[src/rtl/paint_arbiter_pkg.sv]
// Shared definitions for the paint arbiter: FSM encoding, screen defaults and coordinate width.
package paint_arbiter_pkg;

  localparam int COORD_W   = 11;
  localparam int H_RES_DEF = 640;
  localparam int V_RES_DEF = 480;

  typedef enum logic [1:0] {
    ST_IDLE  = 2'd0,
    ST_STAMP = 2'd1,
    ST_CLEAR = 2'd2,
    ST_DONE  = 2'd3
  } state_t;

endpackage

[src/rtl/paint_arbiter_scanner.sv]
// Row-major rectangle scanner shared by stamp and clear. Coordinates are held at
// 12 bits so that a stamp running past the right/bottom edge never wraps back
// into the visible area; such pixels are reported invalid and skipped at once.
module rect_scanner
  import paint_arbiter_pkg::*;
#(
  parameter int H_RES = H_RES_DEF,
  parameter int V_RES = V_RES_DEF
) (
  input  logic               clock,
  input  logic               reset,
  input  logic               i_load,
  input  logic               i_run,
  input  logic               i_ready,
  input  logic [COORD_W-1:0] i_x0,
  input  logic [COORD_W-1:0] i_y0,
  input  logic [COORD_W:0]   i_x_end,
  input  logic [COORD_W:0]   i_y_end,
  output logic [COORD_W-1:0] o_x,
  output logic [COORD_W-1:0] o_y,
  output logic               o_valid,
  output logic               o_advance,
  output logic               o_last
);

  localparam logic [COORD_W:0] X_LIM = (COORD_W+1)'(H_RES);
  localparam logic [COORD_W:0] Y_LIM = (COORD_W+1)'(V_RES);

  logic [COORD_W:0] r_x;
  logic [COORD_W:0] r_y;
  logic [COORD_W:0] r_x0;
  logic [COORD_W:0] r_x_end;
  logic [COORD_W:0] r_y_end;
  logic             w_in_bounds;

  assign w_in_bounds = (r_x < X_LIM) && (r_y < Y_LIM);
  assign o_valid     = i_run && w_in_bounds;
  // Off-screen pixels never wait for the framebuffer.
  assign o_advance   = i_run && (!w_in_bounds || i_ready);
  assign o_last      = (r_x == r_x_end) && (r_y == r_y_end);
  assign o_x         = r_x[COORD_W-1:0];
  assign o_y         = r_y[COORD_W-1:0];

  // Scan position: load origin on start, then step row-major on each advance.
  always_ff @(posedge clock) begin
    if (!reset) begin
      r_x <= '0;
      r_y <= '0;
    end else if (i_load) begin
      r_x <= {1'b0, i_x0};
      r_y <= {1'b0, i_y0};
    end else if (o_advance) begin
      if (r_x == r_x_end) begin
        r_x <= r_x0;
        r_y <= r_y + 1'b1;
      end else begin
        r_x <= r_x + 1'b1;
      end
    end
  end

  // Rectangle bounds captured once per operation.
  always_ff @(posedge clock) begin
    if (i_load) begin
      r_x0    <= {1'b0, i_x0};
      r_x_end <= i_x_end;
      r_y_end <= i_y_end;
    end
  end

endmodule

[src/rtl/paint_arbiter.sv]
// Paint arbiter: arbitrates brush stamps and full-screen clears onto a single
// framebuffer write port. A clear requested mid-stamp is remembered and run
// straight after the stamp completes.
module paint_arbiter
  import paint_arbiter_pkg::*;
#(
  parameter int H_RES   = H_RES_DEF,
  parameter int V_RES   = V_RES_DEF,
  parameter int COLOR_W = 8
) (
  input  logic               clock,
  input  logic               reset,
  input  logic               i_stamp_req,
  input  logic [COORD_W-1:0] i_x_cursor,
  input  logic [COORD_W-1:0] i_y_cursor,
  input  logic [6:0]         i_size,
  input  logic [COLOR_W-1:0] i_brush_color,
  input  logic               i_clear_req,
  input  logic [COLOR_W-1:0] i_clear_color,
  output logic               o_wr_en,
  output logic [COORD_W-1:0] o_wr_x,
  output logic [COORD_W-1:0] o_wr_y,
  output logic [COLOR_W-1:0] o_wr_color,
  input  logic               i_wr_ready,
  output logic               o_busy,
  output logic               o_stamp_done,
  output logic               o_clear_done
);

  localparam logic [COORD_W:0] X_LAST = (COORD_W+1)'(H_RES - 1);
  localparam logic [COORD_W:0] Y_LAST = (COORD_W+1)'(V_RES - 1);

  state_t             r_state;
  state_t             w_next;
  logic               r_pending;
  logic               r_is_clear;
  logic [COLOR_W-1:0] r_color;
  logic               w_load;
  logic               w_load_clear;
  logic               w_run;
  logic               w_advance;
  logic               w_last;
  logic [COORD_W-1:0] w_x0;
  logic [COORD_W-1:0] w_y0;
  logic [COORD_W:0]   w_x_end;
  logic [COORD_W:0]   w_y_end;

  assign w_run = (r_state == ST_STAMP) || (r_state == ST_CLEAR);

  rect_scanner #(
    .H_RES (H_RES),
    .V_RES (V_RES)
  ) u_scanner (
    .clock     (clock),
    .reset     (reset),
    .i_load    (w_load),
    .i_run     (w_run),
    .i_ready   (i_wr_ready),
    .i_x0      (w_x0),
    .i_y0      (w_y0),
    .i_x_end   (w_x_end),
    .i_y_end   (w_y_end),
    .o_x       (o_wr_x),
    .o_y       (o_wr_y),
    .o_valid   (o_wr_en),
    .o_advance (w_advance),
    .o_last    (w_last)
  );

  // Next-state selection plus the operation bounds loaded on each start.
  always_comb begin
    w_next       = r_state;
    w_load       = 1'b0;
    w_load_clear = 1'b0;
    case (r_state)
      ST_IDLE: begin
        if (i_clear_req) begin
          w_next       = ST_CLEAR;
          w_load       = 1'b1;
          w_load_clear = 1'b1;
        end else if (i_stamp_req) begin
          w_next = ST_STAMP;
          w_load = 1'b1;
        end
      end
      ST_STAMP, ST_CLEAR: begin
        if (w_advance && w_last) w_next = ST_DONE;
      end
      ST_DONE: begin
        if (r_pending) begin
          w_next       = ST_CLEAR;
          w_load       = 1'b1;
          w_load_clear = 1'b1;
        end else begin
          w_next = ST_IDLE;
        end
      end
      default: w_next = ST_IDLE;
    endcase
    w_x0    = w_load_clear ? '0 : i_x_cursor;
    w_y0    = w_load_clear ? '0 : i_y_cursor;
    w_x_end = w_load_clear ? X_LAST : ({1'b0, i_x_cursor} + {5'b0, i_size});
    w_y_end = w_load_clear ? Y_LAST : ({1'b0, i_y_cursor} + {5'b0, i_size});
  end

  // State register.
  always_ff @(posedge clock) begin
    if (!reset) r_state <= ST_IDLE;
    else        r_state <= w_next;
  end

  // Pending clear, operation kind and latched colour.
  always_ff @(posedge clock) begin
    if (!reset) begin
      r_pending  <= 1'b0;
      r_is_clear <= 1'b0;
      r_color    <= '0;
    end else begin
      if (r_state == ST_DONE && r_pending) r_pending <= 1'b0;
      else if (r_state == ST_STAMP && i_clear_req) r_pending <= 1'b1;
      if (w_load) begin
        r_is_clear <= w_load_clear;
        r_color    <= w_load_clear ? i_clear_color : i_brush_color;
      end
    end
  end

  assign o_wr_color   = r_color;
  assign o_busy       = (r_state != ST_IDLE);
  assign o_stamp_done = (r_state == ST_DONE) && !r_is_clear;
  assign o_clear_done = (r_state == ST_DONE) && r_is_clear;

endmodule
[config.mk]
export PLATFORM = sky130hd
export DESIGN_NAME = paint_arbiter
export DESIGN_NICKNAME = d
export VERILOG_FILES = /design/src/rtl/paint_arbiter_pkg.sv /design/src/rtl/paint_arbiter_scanner.sv /design/src/rtl/paint_arbiter.sv
export SDC_FILE = /design/constraint.sdc
export NUM_CORES = 1
export LEC_CHECK = 0
export CAP_MARGIN = 20
export CORE_MARGIN = 10
export CORE_UTILIZATION = 30
export CTS_CLUSTER_DIAMETER = 100
export DETAILED_ROUTE_END_ITERATION = 7
export GPL_ROUTABILITY_DRIVEN = 1
export MAX_ROUTING_LAYER = met4
export PLACE_DENSITY_LB_ADDON = 0.05
export RECOVER_POWER = 100
export SLEW_MARGIN = 20
export SYNTH_ARGS = -nofsm -noshare
export SYNTH_HDL_FRONTEND = slang
export SYNTH_SLANG_ARGS = --single-unit
[constraint.sdc]
create_clock -name clock -period 3.17 [get_ports clock]
set_input_delay 0.4755 -clock clock [delete_from_list [all_inputs] [get_ports clock]]
set_output_delay 0.4755 -clock clock [all_outputs]
set_load 0.02 [all_outputs]
==> results.py <==
metrics = {
    "place": {
        "dp_cells": 778,
        "hpwl_um": 11400,
        "numPortBuffers": 83,
        "gp_congestion": 0.839,
        "post-place-ws_ps": 260,
    },
    "power_and_ir_drop": {
        "power_density_mw_per_mm2": 867,
        "total_power_uw": 5160,
        "p_leak_uw": 0.00228,
        "ir_drop_v": 0.000393,
    },
    "cts": {
        "cts_max_level": 3,
        "clockBufferDepth": 2,
        "cts_hold_buffers": 0,
        "clkTransAtPathRegs_ps": 60,
        "cts_root_buf": "clkbuf_16",
        "cts.sinks": 71,
        "cts_buffers": 9,
        "cts_setup_buffers": 0,
        "post_cts_resized": 0,
        "clk_latency_ps": 340,
        "cts_tree": "built",
    },
    "worst_setup_path": {
        "cp_slowest_stage_delay_ps": 590,
        "rrSetupSlack_ps": 480,
        "cp.required_ps": 3390,
        "crit_family": "buffers and inverters",
        "r2r_start": "r_state[0]",
        "arrival_ps": 2910,
        "startpoint_type": "flop",
        "crit_chain": "inv_1, ha_1, clkbuf_1, a21o_1, inv_1, buf_12, a31oi_1, o221a_2",
        "path_class": "reg2reg",
        "path_buf_inv": 4,
        "path_common_cell": "inv_1",
        "critPathSlowestCell": "inv_1",
        "cp_max_fo": 36,
        "rr_endpoint": "u_scanner.r_y[5]",
        "crit_path_end_kind": "flop",
        "r2r_cells": 8,
    },
    "cells_and_area": {
        "fill_cells": 1541,
        "seqCellArea_mm2": 0.00177,
        "area_growth_pct": 25.6,
        "drive_above_1_share_pct": 8.58,
        "nets": 650,
        "stdcell_count": 794,
        "multi_input_area_mm2": 0.00263,
        "utilization_pct": 38.7,
        "diodes": 0,
    },
    "sta": {
        "relSlewSlack_pct": 31.0,
        "setup-violations-final": 0,
        "rsz0062_at_grt": "no",
        "tightest_slew_ps": 1040,
        "setup-tns-final_ps": 0,
        "hold_viol_final": 0,
        "finalClockSkew_ps": 8.03,
        "fin_crit_sh_pct": 84.8,
        "min_period_ps": 2690,
        "fin_ws_ps": 483,
        "drv_slew": 0,
        "fmax_mhz": 372,
    },
    "hold_path": {
        "hold_depth": 2,
        "min_to": "o_wr_color[0]",
        "hp-class": "reg2reg",
        "hp-start": "o_wr_color[0]",
    },
    "route": {
        "wl_um": 15000,
        "first_iter_violations": 328,
        "drc_errors": 0,
        "vias_per_cell": 5.12,
        "ant_nets": 0,
        "wl_per_cell_um": 18.9,
        "drt_pass1_iterations": 5,
        "vias": 4068,
    },
    "global_routing": {
        "first_global_vias": 3902,
        "track_usage_pct": 14.5,
        "antenna_found_initial": 0,
        "grt_pass1_wl_um": 23700,
        "grt_max_degree": 37,
        "grt_overflow_total": 0,
    },
    "floorplan": {
        "chipWidth_um": 146,
        "die_area_mm2": 0.0212,
        "core_area_mm2": 0.0154,
        "die_y_um": 146,
        "initial_core_util_pct": 30.8,
        "rows": 45,
        "io_pins": 84,
    },
    "run_status": {
        "status": "completed",
    },
    "synth": {
        "synth_cells": 515,
        "synth_xor_area_share_pct": 8.31,
        "synth_compound_area_share_pct": 17.6,
        "synth_mux_area_share_pct": 1.79,
        "synth_top_family_by_area": "simple AND/OR/NAND/NOR gates",
        "synth_seq_cells": 71,
        "syn-cell-area_mm2": 0.00474,
        "yosys_warnings": 0,
        "seq_area_frac_synth_pct": 37.4,
        "yosys.area_share.simple_pct": 21.9,
        "ys_types": 66,
        "synth_fp_nets": 587,
        "synth-async-reset-ratio_pct": 0,
        "synth_flop_cell": "dfxtp_1",
        "synth_edf_count": 35,
        "synth_area_per_cell_um2": 9.21,
        "synth_fa_ha_area_share_pct": 6.12,
    },
    "job": {
        "cap_violations": 0,
    },
}
## sequential cells by signal, indices dropped and copies added, names as in the netlist
name,flops
u_scanner.r_x0,11
r_state,2
r_is_clear,1
u_scanner.r_y,12
o_wr_color,8
u_scanner.r_x,12
u_scanner.r_y_end,12
u_scanner.r_x_end,12
r_pending,1
## routing by layer
layer / vias up / global-route usage [%] / part of all wire, %
met2: 124 / 20.2 / 43
met3: 15 / 1.96 / 4.1
met1: 1921 / 20.5 / 51
met4: 0 / 5.92 / 1.7
li1: 2008 / - / -
met5: - / - / 0
## cell usage after synthesis (all sizes together), types with 6 or more instances
library cell | number | area (um2)
nand2 | 53 | 199
dfxtp | 36 | 721
nor2 | 36 | 138
edfxtp | 35 | 1050
buf | 32 | 214
xnor2 | 25 | 219
ha | 20 | 250
xor2 | 20 | 175
a31oi | 19 | 119
o21ai | 19 | 95.1
nand3 | 18 | 90.1
a21oi | 17 | 85.1
and2 | 17 | 106
clkbuf | 17 | 65.1
nor3 | 14 | 81.3
inv | 12 | 45.0
nor4 | 12 | 90.1
a311oi | 10 | 87.6
and4 | 8 | 71.3
or3 | 8 | 55.1
nand4 | 7 | 43.8
nand2b | 6 | 37.5
o211ai | 6 | 45.0
## power by group
group	leakage (uW)	internal, uW	total (uW)	switching [uW]
Combinational	0.00151	968	2440	1470
Sequential	0.000631	1460	1770	314
Clock	0.000138	547	950	404
## logic make-up (layout without fill, tap and decap cells)
logic type / after synthesis / after routing
fa+ha+maj: 22 / 22
mux: 8 / 8
buf+inv: 62 / 130
flops: 71 / 71
simple gates: 196 / 196
xor+xnor: 45 / 45
compound gates: 111 / 111
## placed cells by master (no fill, tap or decap), drive strengths merged, types with 3 or more instances in the layout
cell           instances
o221a                  3
clkinv                 5
nor2                  36
o21ai                 19
or4                    5
a221oi                 4
nand2b                 6
dlygate4sd3           35
nor4                  12
buf                   15
and3                   4
inv                   13
mux2i                  4
mux2                   4
a311oi                10
nor3                  14
nand3                 18
nand4                  7
xor2                  20
dfxtp                 36
or3                    8
o211ai                 6
and2                  17
ha                    20
a21o                   5
a211o                  5
and4                   8
clkdlybuf4s50         47
edfxtp                35
xnor2                 25
a31oi                 19
o21bai                 3
clkbuf                14
a21oi                 17
o21a                   4
nand2                 53
## metrics by stage
step / area (um2) / hold WS, ps
after floorplan: 4740 / 477
after global placement: 5700 / 484
after detailed placement: 5700 / 495
after CTS: 5980 / 503
after global routing: 5950 / 519
final: 5950 / 497
## cell type report
class / instances / share of cell area, %
inverters: 13 / 0.820
flip-flops and latches: 71 / 29.8
multi-input cells: 382 / 44.2
repair buffers: 101 / 16.1
well taps: 211 / 4.43
clock buffers: 10 / 4.01
clock inverters: 6 / 0.609
## worst register-to-register path, cell delays in order, from the launching register on
cell	delay [ps]
dfxtp_1	400
inv_1	80
ha_1	300
clkbuf_1	290
a21o_1	260
inv_1	590
buf_12	290
a31oi_1	90
o221a_2	290
## how the worst max path moves through the flow
stage | to | depth (start not counted) | slack [ps] | from
after floorplan | u_scanner.r_x0[0] | 6 | 240 | r_state[0]
after global placement | u_scanner.r_x_end[8] | 8 | 290 | i_x_cursor[0]
after detailed placement | u_scanner.r_x_end[8] | 8 | 260 | i_x_cursor[0]
after CTS | o_wr_en | 6 | 80 | r_state[0]
after global routing | u_scanner.r_x_end[6] | 7 | 220 | r_state[0]
final | u_scanner.r_y[5] | 8 | 480 | r_state[0]
Note: power is estimated with default switching activity, not from simulation.
